===== src/rtl/frac_sad_accum.sv =====
// frac_sad_accum
// Accumulates per-line absolute-difference sums for NCAND fractional
// motion-vector candidates over LINES rows. It then scans the accumulators
// for the candidate with the smallest SAD and presents it with a
// valid/ready handshake.
//
// Ports:
//   clk       - sole clock, rising edge
//   rst_n     - asynchronous active-low reset
//   in_valid  - a diff line beat is present on diff_in
//   in_ready  - beat accepted when in_valid && in_ready at clk edge
//   diff_in   - NCAND candidates x 8 pixels x 8-bit abs diffs,
//               candidate k at [64k+63:64k], pixel p at [64k+8p+7:64k+8p]
//   flush     - synchronous abort of the current block
//   out_valid - best result present
//   out_ready - result consumed when out_valid && out_ready
//   best_idx  - winning candidate index (k = 5*v + h, 12 = full-pel)
//   best_sad  - SAD of the winning candidate
module frac_sad_accum #(
  parameter int LINES = 8,
  parameter int NCAND = 25
) (
  input  logic                  clk,
  input  logic                  rst_n,
  input  logic                  in_valid,
  output logic                  in_ready,
  input  logic [64*NCAND-1:0]   diff_in,
  input  logic                  flush,
  output logic                  out_valid,
  input  logic                  out_ready,
  output logic [4:0]            best_idx,
  output logic [13:0]           best_sad
);

  localparam int LW = (LINES > 1) ? $clog2(LINES) : 1;

  typedef enum logic [1:0] {
    ST_ACCUM = 2'd0,
    ST_SCAN  = 2'd1,
    ST_OUT   = 2'd2
  } state_e;

  state_e          state_q, state_d;
  logic [LW-1:0]   line_q, line_d;
  logic [4:0]      scan_idx_q, scan_idx_d;
  logic            cand_vld_q, cand_vld_d;
  logic [4:0]      cand_idx_q, cand_idx_d;
  logic [13:0]     cand_sad_q, cand_sad_d;
  logic [4:0]      best_idx_q, best_idx_d;
  logic [13:0]     best_sad_q, best_sad_d;
  logic [13:0]     acc_q [NCAND];
  logic [13:0]     acc_d [NCAND];
  logic [10:0]     beat_sum [NCAND];
  logic            accept;

  // in_ready is gated by rst_n so that no beat looks accepted while reset is held.
  assign in_ready  = (state_q == ST_ACCUM) && rst_n;
  assign out_valid = (state_q == ST_OUT);
  assign best_idx  = best_idx_q;
  assign best_sad  = best_sad_q;
  assign accept    = in_valid && in_ready;

  // Per-candidate sum of the 8 pixel diffs in the current beat (max 2040, 11 bits)
  always_comb begin
    for (int k = 0; k < NCAND; k++) begin
      beat_sum[k] = '0;
      for (int p = 0; p < 8; p++) begin
        beat_sum[k] = beat_sum[k] + 11'(diff_in[64*k + 8*p +: 8]);
      end
    end
  end

  // Next-state logic. The scan is a two-stage pipeline: one cycle reads an
  // accumulator into cand_*, and the next cycle compares it against the running
  // minimum. This keeps the 25:1 mux and the comparator in separate cycles, and
  // it is the reason OUT is reached 26 cycles after the final beat.
  always_comb begin
    state_d    = state_q;
    line_d     = line_q;
    scan_idx_d = scan_idx_q;
    cand_vld_d = 1'b0;
    cand_idx_d = cand_idx_q;
    cand_sad_d = cand_sad_q;
    best_idx_d = best_idx_q;
    best_sad_d = best_sad_q;
    for (int k = 0; k < NCAND; k++) acc_d[k] = acc_q[k];

    case (state_q)
      ST_ACCUM: begin
        if (accept) begin
          for (int k = 0; k < NCAND; k++) acc_d[k] = acc_q[k] + 14'(beat_sum[k]);
          if (line_q == LW'(LINES - 1)) begin
            line_d  = '0;
            state_d = ST_SCAN;
          end else begin
            line_d = line_q + 1'b1;
          end
        end
      end
      ST_SCAN: begin
        if (scan_idx_q < 5'(NCAND)) begin
          cand_vld_d = 1'b1;
          cand_idx_d = scan_idx_q;
          cand_sad_d = acc_q[scan_idx_q];
          scan_idx_d = scan_idx_q + 5'd1;
        end
        // Strictly-smaller update means ties keep the lower index.
        if (cand_vld_q) begin
          if ((cand_idx_q == 5'd0) || (cand_sad_q < best_sad_q)) begin
            best_idx_d = cand_idx_q;
            best_sad_d = cand_sad_q;
          end
          if (cand_idx_q == 5'(NCAND - 1)) begin
            state_d    = ST_OUT;
            scan_idx_d = '0;
          end
        end
      end
      ST_OUT: begin
        if (out_ready) begin
          for (int k = 0; k < NCAND; k++) acc_d[k] = '0;
          state_d = ST_ACCUM;
        end
      end
      default: state_d = ST_ACCUM;
    endcase

    // flush wins over everything, including a final beat or out_ready
    if (flush) begin
      state_d    = ST_ACCUM;
      line_d     = '0;
      scan_idx_d = '0;
      cand_vld_d = 1'b0;
      for (int k = 0; k < NCAND; k++) acc_d[k] = '0;
    end
  end

  // State and datapath registers
  always_ff @(posedge clk or negedge rst_n) begin
    if (!rst_n) begin
      state_q    <= ST_ACCUM;
      line_q     <= '0;
      scan_idx_q <= '0;
      cand_vld_q <= 1'b0;
      cand_idx_q <= '0;
      cand_sad_q <= '0;
      best_idx_q <= '0;
      best_sad_q <= '0;
      for (int k = 0; k < NCAND; k++) acc_q[k] <= '0;
    end else begin
      state_q    <= state_d;
      line_q     <= line_d;
      scan_idx_q <= scan_idx_d;
      cand_vld_q <= cand_vld_d;
      cand_idx_q <= cand_idx_d;
      cand_sad_q <= cand_sad_d;
      best_idx_q <= best_idx_d;
      best_sad_q <= best_sad_d;
      for (int k = 0; k < NCAND; k++) acc_q[k] <= acc_d[k];
    end
  end

endmodule


===== config.mk =====
export PLATFORM = sky130hd
export DESIGN_NAME = frac_sad_accum
export DESIGN_NICKNAME = d
export VERILOG_FILES = /design/src/rtl/frac_sad_accum.sv
export SDC_FILE = /design/constraint.sdc
export NUM_CORES = 2
export LEC_CHECK = 0
export ABC_AREA = 1
export CORE_AREA = 5 5 638 640
export DETAILED_ROUTE_END_ITERATION = 10
export DIE_AREA = 0 0 643 645
export PLACE_DENSITY = 0.4
export SYNTH_ARGS = -nofsm -noshare
export SYNTH_HDL_FRONTEND = slang
export SYNTH_SLANG_ARGS = --single-unit

===== constraint.sdc =====
create_clock -name clk -period 5.2 [get_ports clk]
set_input_delay 1.3 -clock clk [delete_from_list [all_inputs] [get_ports clk]]
set_output_delay 1.3 -clock clk [all_outputs]
set_load 0.02 [all_outputs]

# Word-level counts from Yosys, hierarchy flattened

Cells that the tools add are included.
W data, S select, Z words.

Bits in registers: 399
Latch bits: 0
RAM bits: 0
Memory bits (read-only): 0
Logic and storage cells: 288
Memories kept: 0

$add $sub $neg: 202
Multiply operators: 0
Div/mod/pow operators: 0
$lt $le $gt $ge: 3
Eq/ne operators: 9
Shift-type cells: 0
Mux-type cells: 26
Bitwise operators: 1
Reductions and logical operators: 14

Operators with widths:

| cell                  | number |
|---|---|
| $add A11 B8 Y11       | 100 |
| $mux W350             | 3 |
| $pmux W350 S2         | 1 |
| $add A14 B11 Y14      | 25 |
| $add A10 B8 Y11       | 25 |
| $add A9 B8 Y10        | 25 |
| $add A8 B8 Y9         | 25 |
| $bmux W14 S5          | 1 |
| $mux W14              | 2 |
| $mux W5               | 5 |
| $lt A14 B14 Y1        | 1 |
| $mux W2               | 6 |
| $mux W3               | 4 |
| $ne A3 B3 Y1 const B  | 3 |
| $ge A6 B6 Y1 const B  | 1 |
| $ne A3 B2 Y1 const B  | 2 |
| $not A5 Y6            | 1 |
| $pmux W2 S3           | 1 |
| $reduce_and A3 Y1     | 2 |
| $reduce_bool A2 Y1    | 3 |
| $add A5 B1 Y5 const B | 1 |
| $eq A5 B5 Y1 const B  | 1 |
| $logic_not A5 Y1      | 1 |
| $lt A5 B5 Y1 const B  | 1 |
| other kinds (11)      | 15 |

# Longest topological paths before layout

Word-level depth: 11
Depth in mapped cells: 18
Depth with buffers taken out: 18

# Worst setup path after synthesis

Ideal clock, no wire load.

Kind: in2reg
Start: input port diff_in[1202]
End: register acc_q[92] in the netlist's numbering
Arrival: 4.596 ns
Path slack: 0.484 ns
Stages: 14
Buffers on the path: 0
Cell sequence: fa_1 fa_1 fa_1 inv_1 fa_1 inv_1 ha_1 fa_1 nand3_1 nand2_1 a21oi_1 nor2_1 o21ai_1 nand2_1

Word-level cells in the longest chain between the ends: 6

RTL lines:

| item                         | line | text |
|---|---|---|
| from (decl)                  | 27   | `input logic [64*NCAND-1:0] diff_in,` |
| $add A11 B8 Y11 (2 in a row) | 68   | `beat_sum[k] = beat_sum[k] + 11'(diff_in[64*k + 8*p +: 8]);` |
| $add A14 B11 Y14             | 91   | `for (int k = 0; k < NCAND; k++) acc_d[k] = acc_q[k] + 14'(beat_sum[k]);` |
| $mux W350                    | 90   | `if (accept) begin` |
| $pmux W350 S2                | 88   | `case (state_q)` |
| $mux W350                    | 129  | `if (flush) begin` |
| to (decl)                    | 51   | `logic [13:0] acc_q [NCAND];` |

No other way between the ends. The select of a mux whose other input is x is not followed.
A chain may end at the register's enable or synchronous reset.

# Worst setup path after layout

Start: input port diff_in[962]
End: register acc_q[136] in the netlist's numbering

Word-level cells in the longest chain between the ends: 11

RTL lines:

| item                         | line |
|---|---|
| $add A8 B8 Y9                | 68 |
| $add A9 B8 Y10               | 68 |
| $add A10 B8 Y11              | 68 |
| $add A11 B8 Y11 (4 in a row) | 68 |
| $add A14 B11 Y14             | 91 |
| $mux W350                    | 90 |
| $pmux W350 S2                | 88 |
| $mux W350                    | 129 |

No other way between the ends. The select of a mux whose other input is x is not followed.

==> summary.md <==
| Metric | Value |
|---|---|
| Setup slack at placement | `-0.411 ns` |
| Hold Slack | `0.480 ns` |
| Via density | `approximately 3.8` |
| Setup tns final | `0 ns` |
| Post-synthesis average cell area | `~8.2 sq um` |
| RR Endpoint | `acc_q[346]` |
| Power density over the cells | `between 700 and 800 nW/um^2` |
| First-pass GRT wire length | `about 480000 um` |
| I/O pin count | `about 1600` |
| Synthesized instance count | `between 8000 and 9000` |
| Unique masters post-synth | `36` |
| Final Critical Period | `between 4 and 5 ns` |
| Avg WL per Cell | `~22 um` |
| Register area share after synthesis | `14.5%` |
| Setup repair bufs after CTS | `0` |
| Startpoint types | `input port` |
| Largest net degree at the start of global routing | `about 140` |
| Fraction of registers with async set/reset | `100%` |
| Grt ovf | `0` |
| Top post-synthesis cells by area | `fa_1, dfrtp_1, inv_1, nand2_1, ha_1` |
| Clk Latency, worst-skew pair | `0.69 ns` |
| Worst-path maximum fanout | `2` |
| Post-synth top cells | `inv_1, nand2_1, fa_1` |
| Via Count | `about 59000` |
| CTS Buf Count | `66` |
| Cts hold-fix bufs | `0` |
| Crit-path leading delay family | `adder cells` |
| #FFs+latches synth | `approximately 400` |
| Hold Crit Depth | `2` |
| RePlAce Congestion | `0.897` |
| Worst-case reg-to-reg path depth | `16` |
| Syn nets | `approximately 12000` |
| Final Util | `roughly a quarter` |
| Die area | `between 400000 and 500000 sq um` |
| Resized cells post-CTS | `0` |
| Pleak | `47.7 nW` |
| Die X-Extent | `643 um` |
| CTS tree | `yes` |
| Reg2reg setup slack | `1.00 ns` |
| Nets@finish | `around 14000` |
| PnR worst setup slack | `0.306 ns` |
| Max Clk Rate | `204 MHz` |
| CP Buf/Inv Count | `6` |
| Hold Crit Start | `best_idx[1]` |
| Worst hold endpoint | `best_idx[1]` |
| WL final | `343000 um` |
| Remaining DRCs | `0` |
| Vias in the first global route | `64000` |
| Slew @ Worst Pin | `between 1 and 1.5 ns` |
| Fin. max-slew vios | `0` |
| Worst path max stage delay | `0.62 ns` |
| Status | `completed` |
| Number of clock sinks | `between 300 and 400` |
| Non-Filler Instances | `between 15000 and 20000` |
| Pre-antenna DRT Iters | `8` |
| Final hold violations | `0` |
| RSZ-0062 raised after global routing | `false` |
| Antenna violations before repair | `170` |
| HPWL after DPL | `between 300000 and 400000 um` |
| DP Cell Count | `15400` |
| Layout cells sized above 1 | `4.30%` |
| Initial core utilization | `~17%` |
| VDD IR-drop max | `between 0.4 and 0.5 mV` |
| Starting DRT DRC Count | `3032` |
| Final period util | `approximately 94%` |
| Final Setup Violations | `0` |
| Most frequent cell after synthesis | `inv_1` |
| Syn. warnings | `0` |
| CTS H-tree depth | `3` |
| PortBufs | `1625` |
| Cell taking the most area after synthesis | `fa_1` |
| Chip height | `roughly 650 um` |
| CP required | `a little under 6 ns` |
| Synthesis-to-layout area growth | `39.4%` |
| Antenna-violating nets left | `0` |
| Root buf cell | `clkbuf_16` |
| CP max-delay cell | `fa_1` |
| Max_cap viols | `0` |
| Total core area | `between 400000 and 500000 sq um` |
| Critical path class | `in -> reg` |
| Reg-to-reg startpoint | `acc_q[338]` |
| Tightest Hold Check Type | `reg -> reg` |
| Critical Path AT | `5.49 ns` |
| Most used DFF post-synth | `dfrtp_1` |
| Rel. slew slack | `32.3%` |
| All-Layer GR Usage | `16.2%` |
| Synth top area share | `40.0%` |
| Clk pin slew, worst setup/hold paths | `~0.060 ns` |
| Critical Path Sink Type | `flop` |
| CP cell instances | `clkdlybuf4s50_1, inv_1, fa_1, buf_12, inv_1, fa_1, fa_1, inv_1, fa_1, inv_1, ha_1, fa_1, nand3_1, nand2_1, nand2_1, nand2_1, nand2_1, nand2_1, o21ai_1` |
| Clk buf depth | `3` |
| Num rows | `approximately 230` |
| Clock skew | `approximately 0.043 ns` |
| Mapped cell area | `68800 sq um` |
| Post-synth EDFFs | `0` |
[power breakdown]
group	total [mW]	switching [mW]	internal, mW
clock	4.93	1.99	2.95
sequential	5.48	1.17	4.31
combinational	66.3	38.2	28.1
total	76.8	41.4	35.4
[how the worst max path moves through the flow]
| stage | depth (start not counted) | end | slack (ns) | start |
|---|---|---|---|---|
| 2_1_floorplan | 14 | acc_q[92] | 0.48 | diff_in[1202] |
| 3_3_place_gp | 19 | acc_q[136] | -0.47 | diff_in[962] |
| 3_5_place_dp | 19 | acc_q[136] | -0.41 | diff_in[962] |
| 4_1_cts | 19 | acc_q[136] | 0.36 | diff_in[962] |
| 5_1_grt | 19 | acc_q[274] | 0.12 | diff_in[351] |
| 6_report | 19 | acc_q[136] | 0.31 | diff_in[962] |
[metal layers]
layer / vias up / track usage, % / share of wire, %
li1: 28400 / - / -
met1: 29000 / 19.8 / 41
met2: 1339 / 29.8 / 52
met3: 350 / 2.92 / 4.9
met4: 52 / 3.16 / 1.9
met5: - / 0 / 0.090
[through the flow]
step	power, mW	instance area, sq um
global placement	73.0	93500
global route	87.1	95800
finish	76.8	95900
floorplan	48.0	68800
detailed placement	72.7	93500
CTS	78.4	95800
[kinds of logic after synthesis]
group | after synthesis | synth area share, %
and+or+nand+nor | 2857 | 17.2
DFF | 399 | 14.5
xor gates and xnor gates | 78 | 0.993
AOI/OAI and AO/OA | 613 | 4.91
adders and majority gates | 1816 | 48.0
buffers and inverters | 2587 | 14.4
[registers in the layout (all words and copies together), names as in the netlist]
name / count
acc_q: 350
best_sad: 14
cand_sad_q: 14
best_idx: 5
cand_idx_q: 5
scan_idx_q: 5
line_q: 3
state_q: 2
cand_vld_q: 1
[cell usage in the layout (no fill, tap or decap), drive strengths merged, types with 188 or more instances in the layout]
master         netlist  layout
a21oi              188     188
buf                101     301
clkdlybuf4s50        0    1624
dfrtp              399     399
fa                1375    1375
ha                 441     441
inv               2433    2436
nand2             1732    1732
nand3              600     600
nor2               417     417
o21ai              273     273
[layout make-up]
| cell class | instances | area, sq um |
|---|---|---|
| diodes | 63 | 158 |
| clock buffers | 98 | 1980 |
| clock inverters | 21 | 308 |
| fillers | 44500 | 305000 |
| inverters | 2433 | 9160 |
| multi-input cells | 5364 | 48900 |
| flip-flops and latches | 399 | 9990 |
| well taps | 5287 | 6620 |
| repair buffers | 1925 | 18800 |
[worst min-delay path, stage by stage, from the launching register on]
cell and delay [ns]:
dfrtp_1 0.34, nand2_1 0.05, nand2_1 0.05
Note: power is estimated with default switching activity, not from simulation.
